===== src/rtl/spi_slave_rx.sv =====
// ---------------------------------------------------------------------------
// spi_slave_rx
//   SPI mode-0 slave (CPOL=0, CPHA=0, MSB first, SS active-low). The serial
//   pins are oversampled in the clk domain. Each received word is presented
//   on a parallel bus with a one-cycle valid pulse. A one-word TX buffer
//   supplies the reply word that is shifted out on MISO in the next frame.
//
// Ports
//   clk       system clock (SCLK half-period must be >= 4 clk periods)
//   rst       synchronous active-high reset
//   SCLK      serial clock from the master (asynchronous)
//   SS        slave select from the master, active-low (asynchronous)
//   MOSI      serial data from the master (asynchronous)
//   MISO      serial data to the master
//   tx_data   reply word for the next frame
//   tx_valid  tx_data offered; accepted when tx_valid & tx_ready
//   tx_ready  TX buffer empty
//   rx_data   last complete received word
//   rx_valid  1-clk pulse: rx_data just updated
//   busy      frame in progress
//   abort     1-clk pulse: SS released before width bits were received
// ---------------------------------------------------------------------------
module spi_slave_rx #(
    parameter int width = 8
) (
    input  logic             clk,
    input  logic             rst,
    input  logic             SCLK,
    input  logic             SS,
    input  logic             MOSI,
    output logic             MISO,
    input  logic [width-1:0] tx_data,
    input  logic             tx_valid,
    output logic             tx_ready,
    output logic [width-1:0] rx_data,
    output logic             rx_valid,
    output logic             busy,
    output logic             abort
);

    localparam int CW = $clog2(width + 1);
    localparam logic [CW-1:0] LAST_BIT = CW'(width - 1);

    typedef enum logic [1:0] {
        ST_IDLE     = 2'd0,
        ST_SHIFT    = 2'd1,
        ST_WAIT_END = 2'd2
    } state_t;

    state_t state_r;
    state_t state_next_s;

    logic sclk_s1_r, sclk_s2_r, sclk_h_r;
    logic ss_s1_r, ss_s2_r, ss_h_r;
    logic mosi_s1_r, mosi_s2_r;

    logic [width-1:0] tx_buf_r;
    logic             tx_ready_r;
    logic [width-1:0] tx_shift_r;
    logic [width-1:0] rx_shift_r;
    logic [width-1:0] rx_data_r;
    logic [CW-1:0]    count_r;
    logic             miso_r;
    logic             rx_valid_r;
    logic             busy_r;
    logic             abort_r;

    logic sclk_rise_s, sclk_fall_s, ss_rise_s, ss_fall_s;
    logic start_s, shift_in_s, shift_out_s, done_s, abort_s;
    logic accept_s;
    logic [width-1:0] tx_load_s;
    logic [width-1:0] rx_next_s;

    // Edges are the difference between the synchronized value and its history.
    assign sclk_rise_s = sclk_s2_r & ~sclk_h_r;
    assign sclk_fall_s = ~sclk_s2_r & sclk_h_r;
    assign ss_rise_s   = ss_s2_r & ~ss_h_r;
    assign ss_fall_s   = ~ss_s2_r & ss_h_r;

    assign accept_s  = tx_valid & tx_ready_r;
    // An empty buffer sends an all-zero reply.
    assign tx_load_s = tx_ready_r ? {width{1'b0}} : tx_buf_r;
    assign rx_next_s = {rx_shift_r[width-2:0], mosi_s2_r};

    assign MISO     = miso_r;
    assign tx_ready = tx_ready_r;
    assign rx_data  = rx_data_r;
    assign rx_valid = rx_valid_r;
    assign busy     = busy_r;
    assign abort    = abort_r;

    // Two-flop synchronizers plus history flops for edge detection.
    always_ff @(posedge clk) begin
        if (rst) begin
            sclk_s1_r <= 1'b0;
            sclk_s2_r <= 1'b0;
            sclk_h_r  <= 1'b0;
            ss_s1_r   <= 1'b0;
            ss_s2_r   <= 1'b0;
            ss_h_r    <= 1'b0;
            mosi_s1_r <= 1'b0;
            mosi_s2_r <= 1'b0;
        end else begin
            sclk_s1_r <= SCLK;
            sclk_s2_r <= sclk_s1_r;
            sclk_h_r  <= sclk_s2_r;
            ss_s1_r   <= SS;
            ss_s2_r   <= ss_s1_r;
            ss_h_r    <= ss_s2_r;
            mosi_s1_r <= MOSI;
            mosi_s2_r <= mosi_s1_r;
        end
    end

    // FSM state register.
    always_ff @(posedge clk) begin
        if (rst) begin
            state_r <= ST_IDLE;
        end else begin
            state_r <= state_next_s;
        end
    end

    // Next-state and action strobes; an SS edge takes priority over SCLK.
    always_comb begin
        state_next_s = state_r;
        start_s      = 1'b0;
        shift_in_s   = 1'b0;
        shift_out_s  = 1'b0;
        done_s       = 1'b0;
        abort_s      = 1'b0;
        case (state_r)
            ST_IDLE: begin
                if (ss_fall_s) begin
                    state_next_s = ST_SHIFT;
                    start_s      = 1'b1;
                end else begin
                    state_next_s = ST_IDLE;
                end
            end
            ST_SHIFT: begin
                // Leaving SHIFT at the last bit means any SS rise here is early.
                if (ss_rise_s) begin
                    state_next_s = ST_IDLE;
                    abort_s      = 1'b1;
                end else if (sclk_rise_s) begin
                    shift_in_s = 1'b1;
                    if (count_r == LAST_BIT) begin
                        done_s       = 1'b1;
                        state_next_s = ST_WAIT_END;
                    end else begin
                        state_next_s = ST_SHIFT;
                    end
                end else if (sclk_fall_s) begin
                    shift_out_s  = 1'b1;
                    state_next_s = ST_SHIFT;
                end else begin
                    state_next_s = ST_SHIFT;
                end
            end
            ST_WAIT_END: begin
                if (ss_rise_s) begin
                    state_next_s = ST_IDLE;
                end else begin
                    state_next_s = ST_WAIT_END;
                end
            end
            default: begin
                state_next_s = ST_IDLE;
            end
        endcase
    end

    // TX buffer: a same-cycle handshake at frame start fills it for the next frame.
    always_ff @(posedge clk) begin
        if (rst) begin
            tx_buf_r   <= {width{1'b0}};
            tx_ready_r <= 1'b1;
        end else if (accept_s) begin
            tx_buf_r   <= tx_data;
            tx_ready_r <= 1'b0;
        end else if (start_s) begin
            tx_ready_r <= 1'b1;
        end
    end

    // Datapath: shift registers, bit counter and registered outputs.
    always_ff @(posedge clk) begin
        if (rst) begin
            tx_shift_r <= {width{1'b0}};
            rx_shift_r <= {width{1'b0}};
            rx_data_r  <= {width{1'b0}};
            count_r    <= {CW{1'b0}};
            miso_r     <= 1'b0;
            rx_valid_r <= 1'b0;
            busy_r     <= 1'b0;
            abort_r    <= 1'b0;
        end else begin
            rx_valid_r <= done_s;
            abort_r    <= abort_s;
            busy_r     <= (state_next_s != ST_IDLE);
            if (start_s) begin
                tx_shift_r <= tx_load_s;
                rx_shift_r <= {width{1'b0}};
                count_r    <= {CW{1'b0}};
                miso_r     <= tx_load_s[width-1];
            end else if (shift_in_s) begin
                rx_shift_r <= rx_next_s;
                count_r    <= count_r + {{(CW-1){1'b0}}, 1'b1};
                if (done_s) begin
                    rx_data_r <= rx_next_s;
                    miso_r    <= 1'b0;
                end
            end else if (shift_out_s) begin
                tx_shift_r <= {tx_shift_r[width-2:0], 1'b0};
                miso_r     <= tx_shift_r[width-2];
            end else if (abort_s) begin
                miso_r <= 1'b0;
            end
        end
    end

endmodule


===== config.mk =====
export PLATFORM = sky130hd
export DESIGN_NAME = spi_slave_rx
export DESIGN_NICKNAME = d
export VERILOG_FILES = /design/src/rtl/spi_slave_rx.sv
export SDC_FILE = /design/constraint.sdc
export NUM_CORES = 1
export LEC_CHECK = 0
export BUFFER_PORTS_ARGS = -buffer_cell sky130_fd_sc_hd__clkbuf_2
export CORE_ASPECT_RATIO = 1.25
export CORE_MARGIN = 5
export CORE_UTILIZATION = 50
export DETAILED_ROUTE_END_ITERATION = 12
export PLACE_DENSITY = 0.74
export SLEW_MARGIN = 30
export SYNTH_ARGS = -nofsm -noshare
export SYNTH_HDL_FRONTEND = slang
export SYNTH_SLANG_ARGS = --single-unit
export TNS_END_PERCENT = 1

===== constraint.sdc =====
create_clock -name clk -period 1.6 [get_ports clk]
set_input_delay 0.08 -clock clk [delete_from_list [all_inputs] [get_ports clk]]
set_output_delay 0.08 -clock clk [all_outputs]
set_load 0.005 [all_outputs]

==> results.yml, run 1 <==
routing:
  wl_per_cell_um: 12.8
  via_per_inst: 5.18
  dr.pass1.iters: 4
  drtIter0Drc: 52
  vias: 1467
  drc_errors: 0
  routed_wl_um: 3620
  ant_nets: 0
run:
  maxCapViolations: 0
layout:
  final_util_pct: 63.4
  multi_input_area_um2: 895
  area_growth_pct: 23.6
  layout.cells.most_common: "dfxtp_1"
  final_cell_mix: "dfxtp_1, nor2_1, clkbuf_2"
  diodes: 0
  nets: 257
  drive_gt1_share_pct: 28.0
  regArea_um2: 986
  fillers: 309
synthesis:
  syn_area_per_cell_um2: 9.63
  syn_nets: 215
  syn_inst: 200
  synth_compound_area_share_pct: 9.42
  synth_top_family_by_area: "simple AND/OR/NAND/NOR gates"
  syn_area_mm2: 0.00193
  synthMuxAreaShare_pct: 8.31
  synth-xor-area-share_pct: 1.36
  synthAdderAreaFrac_pct: 0.649
  ys_types: 34
  synth_seq_cells: 49
  synth-simple-area-share_pct: 25.1
  ys_seq_area_share_pct: 50.9
  yosys_warnings: 0
power:
  swShare_pct: 22.0
  sequentialPowerShare_pct: 55.0
  internal_power_w: 0.00179
  p_leak_nw: 0.955
  combPwrFrac_pct: 6.8
  switchingPower_w: 0.000507
  p_per_area_mw_per_mm2: 966
  power_frac_clock_pct: 38.2
  ir_worst_vdd_mv: 0.703
timing:
  clock.fmax_mhz: 631
  rsz0062_at_grt: "true"
  min_period_ns: 1.58
  setup_viol: 0
  slew_violations: 0
  worst_pin_slew_ns: 0.432
  slew_headroom_pct: 71.2
  period_share_pct: 99.0
  hold_viol: 0
  tns_ns: 0
  finClkSkew_ns: 0.00715
worst_setup_path:
  critPathKind: "flip-flop to flip-flop"
  r2r_start: "state_r[0]"
  startpoint_type: "flip-flop"
  worstPathRequired_ns: 1.82
  cp-startpoint: "state_r[0]"
  arrival_ns: 1.80
  crit_path_end_kind: "flip-flop"
  reg2regPathDepth: 5
  r2r_slack_ns: 0.02
  critPathMaxFanout: 8
  regToRegEndpoint: "tx_shift_r[1]"
place:
  io_buffers: 26
  gp_congestion: 0.840
  dp_hpwl_um: 2420
cts:
  cts_sinks: 49
  clkTransAtPathRegs_ns: 0.09
  root_buffer: "clkbuf_8"
  htreeDepth: 2
  clockBufferDepth: 2
  cts_buffers: 5
  insertion_delay_ns: 0.30
  cts_tree: "yes"
global_route:
  grt_antenna_before_repair: 0
  first_global_vias: 1438
  grt_max_degree: 20
  grt_util_all_layers_pct: 15.3
  grt_pass1_wl_um: 6180
  gr-total-overflow: 0
floorplanning:
  die_area_mm2: 0.00520
  core-area_mm2: 0.00375
  io_pins: 27
  num_rows: 25
  initial_utilization_pct: 51.3
  dieWidth_um: 65.5
  die_height_um: 79.4
min_path:
  hp-class: "input port to flip-flop"
  min_from: "tx_data[4]"
  hold_path_depth: 3
  hold_path_end: "tx_buf_r[4]"
status:
  status: "finished, final reports clean"
cell usage after synthesis:
master / n / area [µm²]
a211oi_1: 6 / 45.0
a21o_1: 1 / 7.51
a21oi_1: 16 / 80.1
a31oi_1: 2 / 12.5
buf_2: 5 / 25.0
buf_6: 2 / 22.5
clkbuf_1: 6 / 22.5
dfxtp_1: 49 / 981
ha_1: 1 / 12.5
inv_1: 3 / 11.3
mux2i_1: 16 / 160
nand2_1: 9 / 33.8
nand2b_1: 5 / 31.3
nand3_1: 10 / 50.1
nand3b_1: 2 / 15.0
nand4b_1: 1 / 8.76
nand4bb_1: 1 / 11.3
nor2_1: 27 / 101
nor2b_1: 12 / 75.1
nor3_1: 3 / 15.0
nor3b_1: 1 / 7.51
nor3b_2: 6 / 75.1
nor4_1: 2 / 12.5
o211ai_1: 1 / 7.51
o21ai_0: 1 / 5.00
o21bai_1: 1 / 7.51
o22ai_1: 1 / 6.26
o32a_1: 1 / 10.0
or2b_1: 3 / 22.5
or3_1: 1 / 6.26
or3b_1: 1 / 8.76
or4b_1: 1 / 10.0
xnor2_1: 2 / 17.5
xor2_1: 1 / 8.76
how the worst max path moves through the flow:
stage / slack, ns / endpoint
floorplan: 0.12 / count_r[0]
global placement: 0.03 / tx_shift_r[4]
detailed placement: -0.002 / tx_shift_r[6]
CTS: 0.02 / tx_shift_r[1]
global route: -0.06 / tx_shift_r[1]
finish: 0.02 / tx_shift_r[1]
per-stage QoR:
step | instances | cell area, µm² | hold slack (ns) | power (W) | setup WS [ns]
global placement | 266 | 2150 | 0.289 | 0.00143 | 0.0307
floorplan | 200 | 1930 | 0.208 | 0.00138 | 0.116
global route | 283 | 2380 | 0.0117 | 0.00241 | -0.0611
CTS | 282 | 2340 | 0.00757 | 0.00232 | 0.0240
detailed placement | 266 | 2150 | 0.295 | 0.00144 | -0.00159
finish | 283 | 2380 | 0.0117 | 0.00230 | 0.0161
routing by layer:
| layer | global-route usage, % | vias up | share of wire (%) |
|---|---|---|---|
| met5 | 0 | - | 0 |
| met4 | 7.47 | 0 | 1.6 |
| li1 | - | 764 | - |
| met1 | 17.6 | 673 | 45 |
| met2 | 25.5 | 25 | 49 |
| met3 | 4.51 | 5 | 4.7 |
final cells by class:
type | instances | area share (%)
timing repair buffer | 48 | 13.6
inverter | 3 | 0.473
clock inverter | 3 | 1.94
clock buffer | 5 | 2.89
tap | 40 | 2.10
sequential | 49 | 41.4
multi-input combinational | 135 | 37.6
cell families after synthesis:
| group | count (synthesis) |
|---|---|
| compound gates | 30 |
| xor+xnor | 3 |
| fa+ha+maj | 1 |
| buf+inv | 16 |
| flops | 49 |
| mux | 16 |
| simple gates | 85 |
what timing repair did:
item / CTS / global route
hold buffers: 3 / 0
endpoints found under the hold margin: 3 / 0
endpoints found under the setup margin: 4 / 27
gates cloned: 1 / 1
setup buffers: 4 / 0
pin swaps: 1 / 9
resized for setup: 3 / 13
state kept, by name, indices dropped and copies added (netlist names):
name,cells
busy,1
mosi_s2_r,1
rx_shift_r,7
state_r,2
rx_valid,1
abort,1
sclk_h_r,1
tx_ready,1
ss_s1_r,1
sclk_s1_r,1
count_r,4
MISO,1
rx_data,8
sclk_s2_r,1
mosi_s1_r,1
ss_s2_r,1
ss_h_r,1
tx_buf_r,8
tx_shift_r,7
worst max-delay path, cell delays in order (launching register included):
cell and delay (ns):
dfxtp_2 0.34, or4b_4 0.56, buf_8 0.16, nor3b_2 0.16, a21oi_1 0.06, a211oi_1 0.22
power groups by stage:
stage / registers [W] / clock network (W) / logic, W
after floorplan: 0.00129 / 0 / 0.0000937
after global placement: 0.00129 / 0 / 0.000141
after detailed placement: 0.00129 / 0 / 0.000144
after CTS: 0.00127 / 0.000899 / 0.000156
after global routing: 0.00127 / 0.000964 / 0.000177
final: 0.00127 / 0.000878 / 0.000157
Power figures use the tool's default switching activity.
==> run 2, diff against run 1 <==
--- a/config.mk
+++ b/config.mk
@@ -5,13 +5,13 @@
 export SDC_FILE = /design/constraint.sdc
 export NUM_CORES = 1
 export LEC_CHECK = 0
+export ABC_AREA = 1
 export BUFFER_PORTS_ARGS = -buffer_cell sky130_fd_sc_hd__clkbuf_2
 export CORE_ASPECT_RATIO = 1.25
 export CORE_MARGIN = 5
 export CORE_UTILIZATION = 50
 export DETAILED_ROUTE_END_ITERATION = 12
 export PLACE_DENSITY = 0.74
-export SLEW_MARGIN = 30
 export SYNTH_ARGS = -nofsm -noshare
 export SYNTH_HDL_FRONTEND = slang
 export SYNTH_SLANG_ARGS = --single-unit
==> run 2 against run 1 <==
Compared with the run above:
- sequential cell count unchanged
- die area increased by 1.1%
- highest routed layer unchanged
- non-clock buffer count decreased by 16
- clock skew decreased by 0.00098 ns
- register-to-register slack improved by 0.21 ns
- power decreased by 6.4%
- largest power group unchanged
- critical endpoint is now busy
- combinational power decreased by 12%
- design area decreased by 5.5%
- final cell count increased by 17%
- global-route usage increased by 0.50 points
==> results.yml, run 2 <==
layout:
  fillers: 341
  drive_gt1_share_pct: 20.3
  diodes: 0
  final_cell_mix: "nand2_1, dfxtp_1, nor2_1"
  layout.cells.most_common: "nand2_1"
  area_growth_pct: 15.3
  nets: 290
timing:
  hold_viol: 0
  layout_setup_ws_ns: 0.224
  clock.fmax_mhz: 726
  worst_pin_slew_ns: 0.342
  min_period_ns: 1.38
  rsz0062_at_grt: "false"
  tns_ns: 0
  finClkSkew_ns: 0.00616
  slew_headroom_pct: 77.2
  fin_hold_ws_ns: 0.0250
  setup_viol: 0
  period_share_pct: 86.0
  slew_violations: 0
synthesis:
  synth_area_leaders: "dfxtp_1, nand2_1, nor2_1"
  synth_ff_type: "dfxtp_1"
  syn_area_per_cell_um2: 8.03
  yosys_warnings: 0
  synth_seq_cells: 49
  syn_inst: 243
  netlist_top_cells_count: "nand2_1, dfxtp_1, nor2_1"
  yosysTopAreaCell: "dfxtp_1"
  synth_edf_count: 0
  ys_seq_area_share_pct: 50.3
  synth.most_common_cell: "nand2_1"
  syn_nets: 258
  async_reset_ff_share_pct: 0
  ys_types: 25
  syn_area_mm2: 0.00195
  synth_top_area_share_pct: 50.3
power:
  p_per_area_mw_per_mm2: 956
  internal_power_w: 0.00166
  swShare_pct: 22.9
  power_frac_clock_pct: 34.3
  p_leak_nw: 1.01
  switchingPower_w: 0.000493
  sequentialPowerShare_pct: 59.3
  combPwrFrac_pct: 6.4
  ir_worst_vdd_mv: 0.575
routing:
  dr.pass1.iters: 5
  drtIter0Drc: 92
  ant_nets: 0
  vias: 1536
  wl_per_cell_um: 10.7
  drc_errors: 0
  routed_wl_um: 3540
  via_per_inst: 4.65
cts:
  htreeDepth: 2
  cts_hold_buffers: 3
  insertion_delay_ns: 0.30
  postCtsSetupRepairBufs: 0
  clkTransAtPathRegs_ns: 0.09
  root_buffer: "clkbuf_8"
  cts_tree: "yes"
  post_cts_resize_count: 0
  cts_buffers: 5
  cts_sinks: 49
  clockBufferDepth: 2
run:
  maxCapViolations: 0
floorplanning:
  initial_utilization_pct: 51.6
  die_area_mm2: 0.00526
  io_pins: 27
  dieWidth_um: 65.9
  core-area_mm2: 0.00378
  num_rows: 25
  die_height_um: 79.9
min_path:
  min_from: "tx_data[2]"
  hold_path_end: "tx_buf_r[2]"
  hp-class: "input port to flip-flop"
  hold_path_depth: 3
worst_setup_path:
  regToRegEndpoint: "busy"
  r2r_start: "count_r[0]"
  cp-startpoint: "count_r[0]"
  r2r_slack_ns: 0.22
  critPathMaxFanout: 10
  startpoint_type: "flip-flop"
  crit_path_end_kind: "flip-flop"
  reg2regPathDepth: 6
  critPathKind: "flip-flop to flip-flop"
  worstPathRequired_ns: 1.83
  arrival_ns: 1.61
global_route:
  grt_util_all_layers_pct: 15.8
  gr-max-usage-layer: "met2"
  grt_util_met1_pct: 18.2
  grt_use_met2_pct: 26.4
  grt_max_degree: 20
  met3_usage_pct: 5.49
  first_global_vias: 1414
  gr-total-overflow: 0
  grt_antenna_before_repair: 0
  grt_pass1_wl_um: 6330
place:
  io_buffers: 26
  dp_hpwl_um: 2680
  gp_congestion: 0.795
  dpl_worst_slack_ns: 0.241
status:
  status: "finished, final reports clean"
==> run 2: cell count changes in the layout (fill, tap and decap cells not counted), moves of 11 or more <==
| cell | previous run | this run |
|---|---|---|
| nor2b_1 | 11 | 0 |
| nor2_1 | 27 | 42 |
| buf_4 | 15 | 2 |
| nand2_1 | 9 | 53 |
| mux2i_1 | 16 | 0 |
| o21ai_0 | 1 | 17 |
| inv_1 | 3 | 18 |
==> run 2: logic make-up after synthesis <==
kind of cell | after synthesis | share of synthesized area, %
buffers and inverters | 28 | 7.24
AND/OR/NAND/NOR | 126 | 30.9
adder cells (fa/ha/maj) | 1 | 0.641
flip-flops | 49 | 50.3
AO/OA/AOI/OAI | 39 | 11.0
==> run 2: final cells by class <==
type	count	area, µm²	area share (%)
timing repair buffer	32	195	8.67
multi-input combinational	166	830	36.9
tap	54	67.6	3.00
sequential	49	981	43.6
clock buffer	6	82.6	3.67
inverter	21	81.3	3.61
clock inverter	2	13.8	0.611
==> run 2: layer usage <==
metal  share of wire [%]  wire, µm
met3                 3.6       126
met4                0.76        27
met5                   0         0
met2                  52      1850
met1                  43      1530
==> run 2: worst max-delay path by stage <==
stage,endpoint,cells after the start
floorplan,busy,6
global placement,busy,6
detailed placement,busy,6
CTS,busy,6
global route,rx_data[4],7
finish,busy,6
==> run 2: metrics by stage <==
step	utilization (%)	total power [W]	area [µm²]	std cells
floorplan	-	0.00140	1950	243
finish	59.5	0.00215	2250	330
CTS	59.5	0.00219	2250	330
detailed placement	56.1	0.00144	2120	319
global route	59.5	0.00228	2250	330
global placement	56.1	0.00144	2120	319
==> run 2: power by group through the flow <==
stage               Clock, W  Sequential (W)  Combinational, W
detailed placement         0         0.00131          0.000134
floorplan                  0         0.00130         0.0000989
global placement           0         0.00130          0.000132
global route        0.000836         0.00128          0.000162
CTS                 0.000774         0.00128          0.000140
finish              0.000739         0.00128          0.000138
==> run 2: critical path: stages (launching register included) <==
cell and delay [ns]:
dfxtp_1 0.38, ha_1 0.20, nand3_1 0.19, nor2_8 0.21
nand2_8 0.10, a21oi_4 0.13, o21bai_1 0.11
==> run 3, diff against run 2 <==
--- a/config.mk
+++ b/config.mk
@@ -12,6 +12,7 @@
 export CORE_UTILIZATION = 50
 export DETAILED_ROUTE_END_ITERATION = 12
 export PLACE_DENSITY = 0.74
+export REMOVE_ABC_BUFFERS = 1
 export SYNTH_ARGS = -nofsm -noshare
 export SYNTH_HDL_FRONTEND = slang
 export SYNTH_SLANG_ARGS = --single-unit
==> run 3 against run 2 <==
Compared with the run above:
- sequential cell count unchanged
- first-iteration DRC count down 37%
- setup slack worse by 0.0056 ns
- design area down 0.33%
- critical endpoint unchanged
- utilization down 0.20 points
- largest cell class unchanged
- clock power up 4.1%
- sequential share of layout area up 0.15 points
- register-to-register slack about the same
==> results.yml, run 3 (synthesis gave the netlist of run 2 again) <==
global_route:
  grt_util_all_layers_pct: 14.4
  grt_max_degree: 20
  grt_antenna_before_repair: 0
  grt_pass1_wl_um: 5810
  gr-total-overflow: 0
  first_global_vias: 1419
place:
  dp_hpwl_um: 2530
  io_buffers: 26
  gp_congestion: 0.782
worst_setup_path:
  critPathKind: "flip-flop to flip-flop"
  worstPathRequired_ns: 1.83
  arrival_ns: 1.61
  crit_end: "busy"
  worst-path-stages: 6
  reg2regPathDepth: 6
  path_cells: "ha_1 > nand3_1 > nor2_8 > nand2_8 > a21oi_4 > o21bai_1"
  critPathMaxFanout: 10
  critPathBufInv: 0
  r2r_slack_ns: 0.22
  regToRegEndpoint: "busy"
  slowest_delay_ns: 0.38
  crit_path_end_kind: "flip-flop"
  r2r_start: "count_r[0]"
  startpoint_type: "flip-flop"
  cp-startpoint: "count_r[0]"
  cp_slowest_cell: "dfxtp_1"
  cp_top_family: "simple AND/OR/NAND/NOR gates"
timing:
  hold_viol: 0
  slew_headroom_pct: 70.7
  setup_viol: 0
  rsz0062_at_grt: "false"
  clock.fmax_mhz: 724
  worst_pin_slew_ns: 0.439
  min_period_ns: 1.38
  finClkSkew_ns: 0.00447
  tns_ns: 0
  period_share_pct: 86.4
  slew_violations: 0
cts:
  post_cts_resize_count: 0
  insertion_delay_ns: 0.30
  clockBufferDepth: 2
  postCtsSetupRepairBufs: 0
  clkTransAtPathRegs_ns: 0.08
  cts_tree: "yes"
  cts_hold_buffers: 3
  root_buffer: "clkbuf_8"
  cts_buffers: 5
  htreeDepth: 2
  cts_sinks: 49
routing:
  vias: 1547
  ant_nets: 0
  routed_wl_um: 3360
  via_per_inst: 4.69
  wl_per_cell_um: 10.2
  dr.pass1.iters: 4
  drc_errors: 0
  drtIter0Drc: 58
power:
  swShare_pct: 22.0
  p_leak_nw: 1.01
  ir_worst_vdd_mv: 0.714
  sequentialPowerShare_pct: 58.6
  internal_power_w: 0.00170
  combPwrFrac_pct: 6.2
  p_total_w: 0.00218
  p_per_area_mw_per_mm2: 971
  power_frac_clock_pct: 35.3
  switchingPower_w: 0.000479
floorplanning:
  io_pins: 27
  num_rows: 25
  core-area_mm2: 0.00378
  dieWidth_um: 65.9
  die_height_um: 79.9
  initial_utilization_pct: 51.6
  die_area_mm2: 0.00526
layout:
  drive_gt1_share_pct: 20.3
  diodes: 0
  area_growth_pct: 14.9
  layout.cells.most_common: "nand2_1"
  nets: 290
  final_cell_mix: "nand2_1, dfxtp_1, nor2_1"
  final_util_pct: 59.3
run:
  maxCapViolations: 0
status:
  status: "finished, final reports clean"
min_path:
  hp-class: "input port to flip-flop"
  min_from: "tx_data[5]"
==> run 3: changes by cell type in the layout (fill, tap and decap cells not counted) <==
cell / change
buf_12: -1
clkinv_4: -1
buf_4: +1
clkbuf_8: +1
==> run 3: power groups by stage <==
stage / registers (W) / logic, W / clock network [W]
after floorplan: 0.00130 / 0.0000818 / 0
after global placement: 0.00130 / 0.000127 / 0
after detailed placement: 0.00130 / 0.000131 / 0
after CTS: 0.00128 / 0.000137 / 0.000799
after global routing: 0.00128 / 0.000157 / 0.000849
final: 0.00128 / 0.000134 / 0.000769
==> run 3: routing by layer <==
| layer | up-vias | routed length [µm] | track usage (%) | part of all wire [%] |
|---|---|---|---|---|
| li1 | 831 | - | - | - |
| met1 | 687 | 1440 | 15.3 | 43 |
| met2 | 22 | 1690 | 25.7 | 50 |
| met3 | 7 | 135 | 3.38 | 4.0 |
| met4 | 0 | 84 | 8.09 | 2.5 |
| met5 | - | 0 | 0 | 0 |
==> run 3: cell type report <==
class	instances	area, µm²
multi-input combinational	166	830
clock buffer	7	96.3
tap	54	67.6
timing repair buffer	32	183
sequential	49	981
fill	400	1540
clock inverter	1	5.00
inverter	21	81.3
==> run 3: worst reg2reg max path: cells and delay by family, from the launching register on <==
kind,cells,cell delay [ns]
DFF,1,0.38
adders and majority gates,1,0.20
and+or+nand+nor,3,0.50
AOI/OAI and AO/OA,2,0.24
==> run 3: stage by stage <==
| step | area, µm² | setup slack (ns) | hold WS [ns] | instances |
|---|---|---|---|---|
| 2_1_floorplan | 1890 | 0.345 | 0.143 | 236 |
| 3_3_place_gp | 2110 | 0.285 | 0.273 | 319 |
| 3_5_place_dp | 2110 | 0.227 | 0.276 | 319 |
| 4_1_cts | 2240 | 0.209 | 0.0149 | 330 |
| 5_1_grt | 2240 | 0.106 | 0.0224 | 330 |
| 6_report | 2240 | 0.218 | 0.0246 | 330 |
==> run 3: worst min path at each step <==
| stage | endpoint | slack [ns] | cells after the start |
|---|---|---|---|
| finish | tx_buf_r[5] | 0.02 | 3 |
| global route | tx_buf_r[3] | 0.02 | 3 |
| CTS | tx_buf_r[5] | 0.01 | 3 |
| detailed placement | sclk_s1_r | 0.28 | 3 |
| global placement | ss_s1_r | 0.27 | 3 |
| floorplan | state_r[1] | 0.14 | 1 |
